--- src/rtl/rggen_apb_command_master_if.sv ---
// APB3/APB4 bus bundle shared by the command master and the register-block slave.
// The master drives request fields; the slave returns pready/prdata/pslverr.
interface rggen_apb_if #(
  parameter int ADDRESS_WIDTH = 16,
  parameter int BUS_WIDTH     = 32
);
  logic                     psel;
  logic                     penable;
  logic [ADDRESS_WIDTH-1:0] paddr;
  logic [2:0]               pprot;
  logic                     pwrite;
  logic [BUS_WIDTH/8-1:0]   pstrb;
  logic [BUS_WIDTH-1:0]     pwdata;
  logic                     pready;
  logic [BUS_WIDTH-1:0]     prdata;
  logic                     pslverr;

  modport master (
    output psel, penable, paddr, pprot, pwrite, pstrb, pwdata,
    input  pready, prdata, pslverr
  );

  modport slave (
    input  psel, penable, paddr, pprot, pwrite, pstrb, pwdata,
    output pready, prdata, pslverr
  );
endinterface

--- src/rtl/rggen_apb_command_master.sv ---
// APB initiator: one command in, one single APB transfer, one response out.
// Zero-wait latency is 3 cycles from accept to rsp_valid; commands stall while a transfer or response is pending.
module rggen_apb_command_master #(
  parameter int ADDRESS_WIDTH  = 16,
  parameter int BUS_WIDTH      = 32,
  parameter int TIMEOUT_CYCLES = 256
) (
  input  logic                     i_clk,
  input  logic                     i_rst,
  input  logic                     i_cmd_valid,
  output logic                     o_cmd_ready,
  input  logic                     i_cmd_write,
  input  logic [ADDRESS_WIDTH-1:0] i_cmd_address,
  input  logic [BUS_WIDTH-1:0]     i_cmd_data,
  input  logic [BUS_WIDTH/8-1:0]   i_cmd_strobe,
  input  logic [2:0]               i_cmd_prot,
  output logic                     o_rsp_valid,
  input  logic                     i_rsp_ready,
  output logic [BUS_WIDTH-1:0]     o_rsp_data,
  output logic [1:0]               o_rsp_status,
  rggen_apb_if.master              apb_if
);
  localparam int STRB_W = BUS_WIDTH / 8;
  // A zero timeout still needs a legal 1-bit counter; it is simply never advanced.
  localparam int CNT_W  = (TIMEOUT_CYCLES > 0) ? $clog2(TIMEOUT_CYCLES + 1) : 1;

  typedef enum logic [1:0] {
    IDLE   = 2'd0,
    SETUP  = 2'd1,
    ACCESS = 2'd2,
    RESP   = 2'd3
  } state_e;

  state_e                   state_q,      state_d;
  logic [ADDRESS_WIDTH-1:0] paddr_q,      paddr_d;
  logic                     pwrite_q,     pwrite_d;
  logic [BUS_WIDTH-1:0]     pwdata_q,     pwdata_d;
  logic [STRB_W-1:0]        pstrb_q,      pstrb_d;
  logic [2:0]               pprot_q,      pprot_d;
  logic [BUS_WIDTH-1:0]     rsp_data_q,   rsp_data_d;
  logic [1:0]               rsp_status_q, rsp_status_d;
  logic [CNT_W-1:0]         cnt_q,        cnt_d;
  logic                     expired;

  assign expired = (TIMEOUT_CYCLES != 0) && (cnt_q == CNT_W'(TIMEOUT_CYCLES - 1));

  always_comb begin
    state_d      = state_q;
    paddr_d      = paddr_q;
    pwrite_d     = pwrite_q;
    pwdata_d     = pwdata_q;
    pstrb_d      = pstrb_q;
    pprot_d      = pprot_q;
    rsp_data_d   = rsp_data_q;
    rsp_status_d = rsp_status_q;
    cnt_d        = cnt_q;
    case (state_q)
      IDLE: begin
        if (i_cmd_valid) begin
          paddr_d  = i_cmd_address;
          pwrite_d = i_cmd_write;
          pwdata_d = i_cmd_data;
          pprot_d  = i_cmd_prot;
          pstrb_d  = i_cmd_write ? i_cmd_strobe : '0;
          state_d  = SETUP;
        end
      end
      SETUP: state_d = ACCESS;
      ACCESS: begin
        // pready wins over a timeout expiring in the same cycle.
        if (apb_if.pready) begin
          rsp_data_d   = (!pwrite_q && !apb_if.pslverr) ? apb_if.prdata : '0;
          rsp_status_d = {1'b0, apb_if.pslverr};
          cnt_d        = '0;
          state_d      = RESP;
        end else if (expired) begin
          rsp_data_d   = '0;
          rsp_status_d = 2'b10;
          cnt_d        = '0;
          state_d      = RESP;
        end else if (TIMEOUT_CYCLES != 0) begin
          cnt_d = cnt_q + CNT_W'(1);
        end
      end
      RESP: begin
        if (i_rsp_ready) state_d = IDLE;
      end
      default: state_d = IDLE;
    endcase
  end

  always_ff @(posedge i_clk or posedge i_rst) begin
    if (i_rst) begin
      state_q      <= IDLE;
      paddr_q      <= '0;
      pwrite_q     <= 1'b0;
      pwdata_q     <= '0;
      pstrb_q      <= '0;
      pprot_q      <= '0;
      rsp_data_q   <= '0;
      rsp_status_q <= '0;
      cnt_q        <= '0;
    end else begin
      state_q      <= state_d;
      paddr_q      <= paddr_d;
      pwrite_q     <= pwrite_d;
      pwdata_q     <= pwdata_d;
      pstrb_q      <= pstrb_d;
      pprot_q      <= pprot_d;
      rsp_data_q   <= rsp_data_d;
      rsp_status_q <= rsp_status_d;
      cnt_q        <= cnt_d;
    end
  end

  // Handshake strobes decode straight from state so reset drops them at once.
  assign o_cmd_ready    = (state_q == IDLE);
  assign o_rsp_valid    = (state_q == RESP);
  assign o_rsp_data     = rsp_data_q;
  assign o_rsp_status   = rsp_status_q;
  assign apb_if.psel    = (state_q == SETUP) || (state_q == ACCESS);
  assign apb_if.penable = (state_q == ACCESS);
  assign apb_if.paddr   = paddr_q;
  assign apb_if.pwrite  = pwrite_q;
  assign apb_if.pwdata  = pwdata_q;
  assign apb_if.pstrb   = pstrb_q;
  assign apb_if.pprot   = pprot_q;
endmodule

--- src/flat_wrapper.sv ---
// flat-port wrapper written by rule: the top's interface ports become plain ports
module rggen_apb_command_master_flat 
#(
  parameter int ADDRESS_WIDTH  = 16,
  parameter int BUS_WIDTH      = 32,
  parameter int TIMEOUT_CYCLES = 256
)
  (i_clk, i_rst, i_cmd_valid, o_cmd_ready, i_cmd_write, i_cmd_address, i_cmd_data, i_cmd_strobe, i_cmd_prot, o_rsp_valid, i_rsp_ready, o_rsp_data, o_rsp_status, apb_if_psel, apb_if_penable, apb_if_paddr, apb_if_pprot, apb_if_pwrite, apb_if_pstrb, apb_if_pwdata, apb_if_pready, apb_if_prdata, apb_if_pslverr);
  rggen_apb_if #(.ADDRESS_WIDTH(ADDRESS_WIDTH), .BUS_WIDTH(BUS_WIDTH)) apb_if_i ();
  input  logic i_clk;
  input  logic i_rst;
  input  logic i_cmd_valid;
  output logic o_cmd_ready;
  input  logic i_cmd_write;
  input  logic [ADDRESS_WIDTH-1:0] i_cmd_address;
  input  logic [BUS_WIDTH-1:0] i_cmd_data;
  input  logic [BUS_WIDTH/8-1:0] i_cmd_strobe;
  input  logic [2:0] i_cmd_prot;
  output logic o_rsp_valid;
  input  logic i_rsp_ready;
  output logic [BUS_WIDTH-1:0] o_rsp_data;
  output logic [1:0] o_rsp_status;
  output wire logic [$bits(apb_if_i.psel)-1:0] apb_if_psel;
  output wire logic [$bits(apb_if_i.penable)-1:0] apb_if_penable;
  output wire logic [$bits(apb_if_i.paddr)-1:0] apb_if_paddr;
  output wire logic [$bits(apb_if_i.pprot)-1:0] apb_if_pprot;
  output wire logic [$bits(apb_if_i.pwrite)-1:0] apb_if_pwrite;
  output wire logic [$bits(apb_if_i.pstrb)-1:0] apb_if_pstrb;
  output wire logic [$bits(apb_if_i.pwdata)-1:0] apb_if_pwdata;
  input wire logic [$bits(apb_if_i.pready)-1:0] apb_if_pready;
  input wire logic [$bits(apb_if_i.prdata)-1:0] apb_if_prdata;
  input wire logic [$bits(apb_if_i.pslverr)-1:0] apb_if_pslverr;
  assign apb_if_psel = apb_if_i.psel;
  assign apb_if_penable = apb_if_i.penable;
  assign apb_if_paddr = apb_if_i.paddr;
  assign apb_if_pprot = apb_if_i.pprot;
  assign apb_if_pwrite = apb_if_i.pwrite;
  assign apb_if_pstrb = apb_if_i.pstrb;
  assign apb_if_pwdata = apb_if_i.pwdata;
  assign apb_if_i.pready = apb_if_pready;
  assign apb_if_i.prdata = apb_if_prdata;
  assign apb_if_i.pslverr = apb_if_pslverr;
  rggen_apb_command_master #(.ADDRESS_WIDTH(ADDRESS_WIDTH), .BUS_WIDTH(BUS_WIDTH), .TIMEOUT_CYCLES(TIMEOUT_CYCLES)) u_core (.i_clk(i_clk), .i_rst(i_rst), .i_cmd_valid(i_cmd_valid), .o_cmd_ready(o_cmd_ready), .i_cmd_write(i_cmd_write), .i_cmd_address(i_cmd_address), .i_cmd_data(i_cmd_data), .i_cmd_strobe(i_cmd_strobe), .i_cmd_prot(i_cmd_prot), .o_rsp_valid(o_rsp_valid), .i_rsp_ready(i_rsp_ready), .o_rsp_data(o_rsp_data), .o_rsp_status(o_rsp_status), .apb_if(apb_if_i));
endmodule
--- config.mk ---
export PLATFORM = sky130hd
export DESIGN_NAME = rggen_apb_command_master_flat
export DESIGN_NICKNAME = d
export VERILOG_FILES = /design/src/rtl/rggen_apb_command_master_if.sv /design/src/rtl/rggen_apb_command_master.sv /design/src/flat_wrapper.sv
export SDC_FILE = /design/constraint.sdc
export NUM_CORES = 1
export LEC_CHECK = 0
export ABC_AREA = 1
export CAP_MARGIN = 20
export CORE_UTILIZATION = 30
export CTS_BUF_LIST = sky130_fd_sc_hd__clkbuf_8
export DETAILED_ROUTE_END_ITERATION = 8
export DONT_BUFFER_PORTS = 1
export MAX_ROUTING_LAYER = met4
export PLACE_DENSITY = 0.47
export SYNTH_ARGS = -nofsm -noshare
export SYNTH_HDL_FRONTEND = slang
export SYNTH_SLANG_ARGS = --single-unit
--- constraint.sdc ---
create_clock -name i_clk -period 6.22 [get_ports i_clk]
set_input_delay 0.622 -clock i_clk [delete_from_list [all_inputs] [get_ports i_clk]]
set_output_delay 0.622 -clock i_clk [all_outputs]
set_load 0.05 [all_outputs]
==> metrics.md <==
| Metric | Value |
|---|---|
| Status | complete, no violations |
| Critical-path cell with the highest stage delay | ha_1 |
| Gate Count Post-Synth | approximately 540 |
| Final Hold Viols | 0 |
| Initial antenna violation count | 0 |
| Clk sinks | between 100 and 150 |
| IO Port Bufs | 0 |
| VDD IR max | roughly 0.00028 V |
| First-pass GRT wire length | around 16000 um |
| # resized after CTS | 0 |
| Final Setup Violations | 0 |
| Fmax | roughly 430 MHz |
| CP endpoint kind | flop |
| Post-synth top area share | 57.5% |
| Slew Limit Fails | 0 |
| Post-route minimum period | between 2000 and 2500 ps |
| Ys Warns | 0 |
| Post-Synthesis Net Count | between 600 and 700 |
| Post-CTS setup repair buffer count | 0 |
| Final WS setup | 3870 ps |
| Synth area leaders | dfrtp_1 58%, nand2_1 25%, nand3_1 4.3% |
| TritonCTS clock tree | built |
| Post-Route WL | 10700 um |
| Crit path cell chain | inv_1, ha_1, nand2_2, buf_12, clkinv_1, buf_4, nand2_1, nand2_1 |
| CP bufs+invs | 4 |
| Routed Antenna Nets | 0 |
| Max Buffers Root-to-Sink | 2 |
| Mean routed wirelength per cell | 15.0 um |
| Post-synthesis sequential area ratio | between 50% and 60% |
| P&R area growth vs syn | 7.83% |
| Largest delay share family, worst path | buffers and inverters |
| Clk Latency, worst-skew pair | between 300 and 400 ps |
| Total I/O pin count | 188 |
| Cts hold-fix bufs | 0 |
| DR vias/cell | ~4.7 |
| N_diodes | 0 |
| RR Endpoint | u_core.apb_if.pwdata[25]$_DFFE_PP0P_ |
| Post-DP HPWL | between 7000 and 8000 um |
| Slowest Stage Delay on Critical Path | about 530 ps |
| Slew of the pin with the lowest slew margin | between 700 and 800 ps |
| Vias in the first global route | 3235 |
| Syn Area/Cell | about 8.1 um^2 |
| Slew HR | approximately half |
| Root buffer cell | clkbuf_8 |
| # nets final | roughly 630 |
| Post-synth top cells | 296 x nand2_1, 101 x dfrtp_1, 38 x nand3_1 |
| Row count | 43 |
| Number of flops mapped to enable cells by yosys | 0 |
| Post-Synthesis Cell Area | about 4400 um^2 |
| DR DRC count | 0 |
| Largest net degree at the start of global routing | 62 |
| Setup TNS | 0 ps |
| Most common cell in the synthesized netlist | nand2_1 |
| RSZ-0062 raised after global routing | no |
| Leakage Power | about 0.0025 uW |
| Crit path kind | reg -> reg |
| Worst EP arrival | 2660 ps |
| DR iter-0 viols | 123 |
| Worst hold slack | 189 ps |
| Ratio of cells with drive above 1 in the final layout | ~5.2% |
| Core area | between 10000 and 15000 um^2 |
| Type of origin of the critical path | flop |
| TritonCTS buffer count | 9 |
| Fraction of registers with async set/reset | 100% |
| Final Skew | roughly 8.9 ps |
| Drt first pass iters | 4 |
| Total number of vias | between 3000 and 4000 |
| Ys flop type | dfrtp_1 |
| Total gr overflow | 0 |
| Layout Cells excl Fill | between 700 and 800 |
| GRT Util Overall | 14.8% |
| Crit Path Max Fanout | 56 |
| Data required time of the worst path | approximately 6500 ps |
| Worst-path clk slew | around 100 ps |
| Flop2flop setup slack | 3870 ps |
| Dominant cell type by area after synthesis | dfrtp_1 |
| FILL cells | about 1500 |
| Critical Path Most Common Cell | nand2_1 |
| Pwr Density | approximately 660 nW/um^2 |
| Pre-CTS WS | 3470 ps |
| Number of max-cap violations | 0 |
| H-tree levels | 3 |
| Cells after DPL | between 600 and 700 |
| Die area | between 15000 and 20000 um^2 |
| Critical R2R Launch | u_core.state_q[0]$_DFFE_PP0P_ |
| Die H | ~120 um |
| Cell variety after synth | 23 |
| Initial Util | between 30% and 40% |
| Crit share post-route | between 30% and 40% |
| Worst Hold Class | in -> async |
| Placer Congestion | between 0.7 and 0.8 |
| Yosys reg bits | around 100 |
| Chip width | between 100 and 150 um |
| FF-to-FF path depth | 8 |
==> layer usage <==
metal,global-route usage (%),wire [um],up-vias
met5,-,0,-
li1,-,-,1632
met4,5.65,153,0
met3,5.03,1040,13
met2,22.9,4910,158
met1,17.9,4620,1533
==> cells by family after synthesis <==
group	synth area share, %
AO/OA/AOI/OAI	1.62
XOR/XNOR	0.598
adder cells (fa/ha/maj)	1.42
buffers and inverters	4.59
flip-flops	57.5
AND/OR/NAND/NOR	34.2
==> worst max-delay path by stage <==
stage	from	end	slack, ps	depth (start not counted)
detailed placement	u_core.state_q[0]$_DFFE_PP0P_	u_core.apb_if.pwdata[25]$_DFFE_PP0P_	3470	7
finish	u_core.state_q[0]$_DFFE_PP0P_	u_core.apb_if.pwdata[25]$_DFFE_PP0P_	3870	8
global placement	u_core.state_q[0]$_DFFE_PP0P_	u_core.apb_if.pwdata[3]$_DFFE_PP0P_	3570	7
floorplan	i_rst	u_core.apb_if.paddr[0]$_DFFE_PP0P_	2950	1
CTS	u_core.state_q[0]$_DFFE_PP0P_	u_core.apb_if.paddr[6]$_DFFE_PP0P_	3430	7
global route	u_core.state_q[0]$_DFFE_PP0P_	u_core.cnt_q[7]$_DFFE_PP0P_	3600	9
==> sequential cells by signal (all words and copies together), names as in the netlist <==
register	flops
u_core.o_rsp_data	32
u_core.cnt_q	9
u_core.state_q	2
u_core.apb_if.pwrite	1
u_core.apb_if.paddr	16
u_core.apb_if.pprot	3
u_core.o_rsp_status	2
u_core.apb_if.pstrb	4
u_core.apb_if.pwdata	32
==> layout make-up <==
cell class	instances	area (um^2)	share of cell area [%]
Timing Repair Buffer	4	42.5	0.898
Tap cell	180	225	4.76
Clock buffer	10	138	2.91
Sequential cell	101	2530	53.4
Inverter	15	58.8	1.24
Multi-Input combinational cell	399	1670	35.2
Clock inverter	5	76.3	1.61
==> worst register-to-register path, cell delays in order, from the launching register on <==
cell and delay [ps]:
dfrtp_1 420, inv_1 130, ha_1 530, nand2_2 240, buf_12 250, clkinv_1 70, buf_4 420, nand2_1 150
nand2_1 80
==> power by group <==
group | internal [uW] | switching, uW | total [uW] | leakage, uW
clock network | 233 | 224 | 458 | 0.000110
logic | 194 | 422 | 617 | 0.00110
registers | 915 | 1120 | 2030 | 0.00131
==> per-stage QoR <==
stage / cell area (um^2) / util (%) / total power, uW
detailed placement: 4500 / 31.9 / 2670
CTS: 4720 / 33.5 / 3140
finish: 4740 / 33.6 / 3110
global route: 4740 / 33.6 / 3300
floorplan: 4390 / - / 2500
global placement: 4500 / 31.9 / 2650
==> cells in the final DEF, fill, tap and decap left out, types with 2 or more instances in the layout <==
master / count
buf_4: 3
a21oi_1: 3
inv_1: 12
clkbuf_8: 10
nand2_1: 295
bufinv_16: 2
nand2_4: 2
dfrtp_1: 101
clkinv_1: 2
ha_1: 4
xnor2_1: 2
o21ai_0: 10
nand3_1: 38
or2_2: 2
nor2_1: 35
Power figures use the tool's default switching activity.
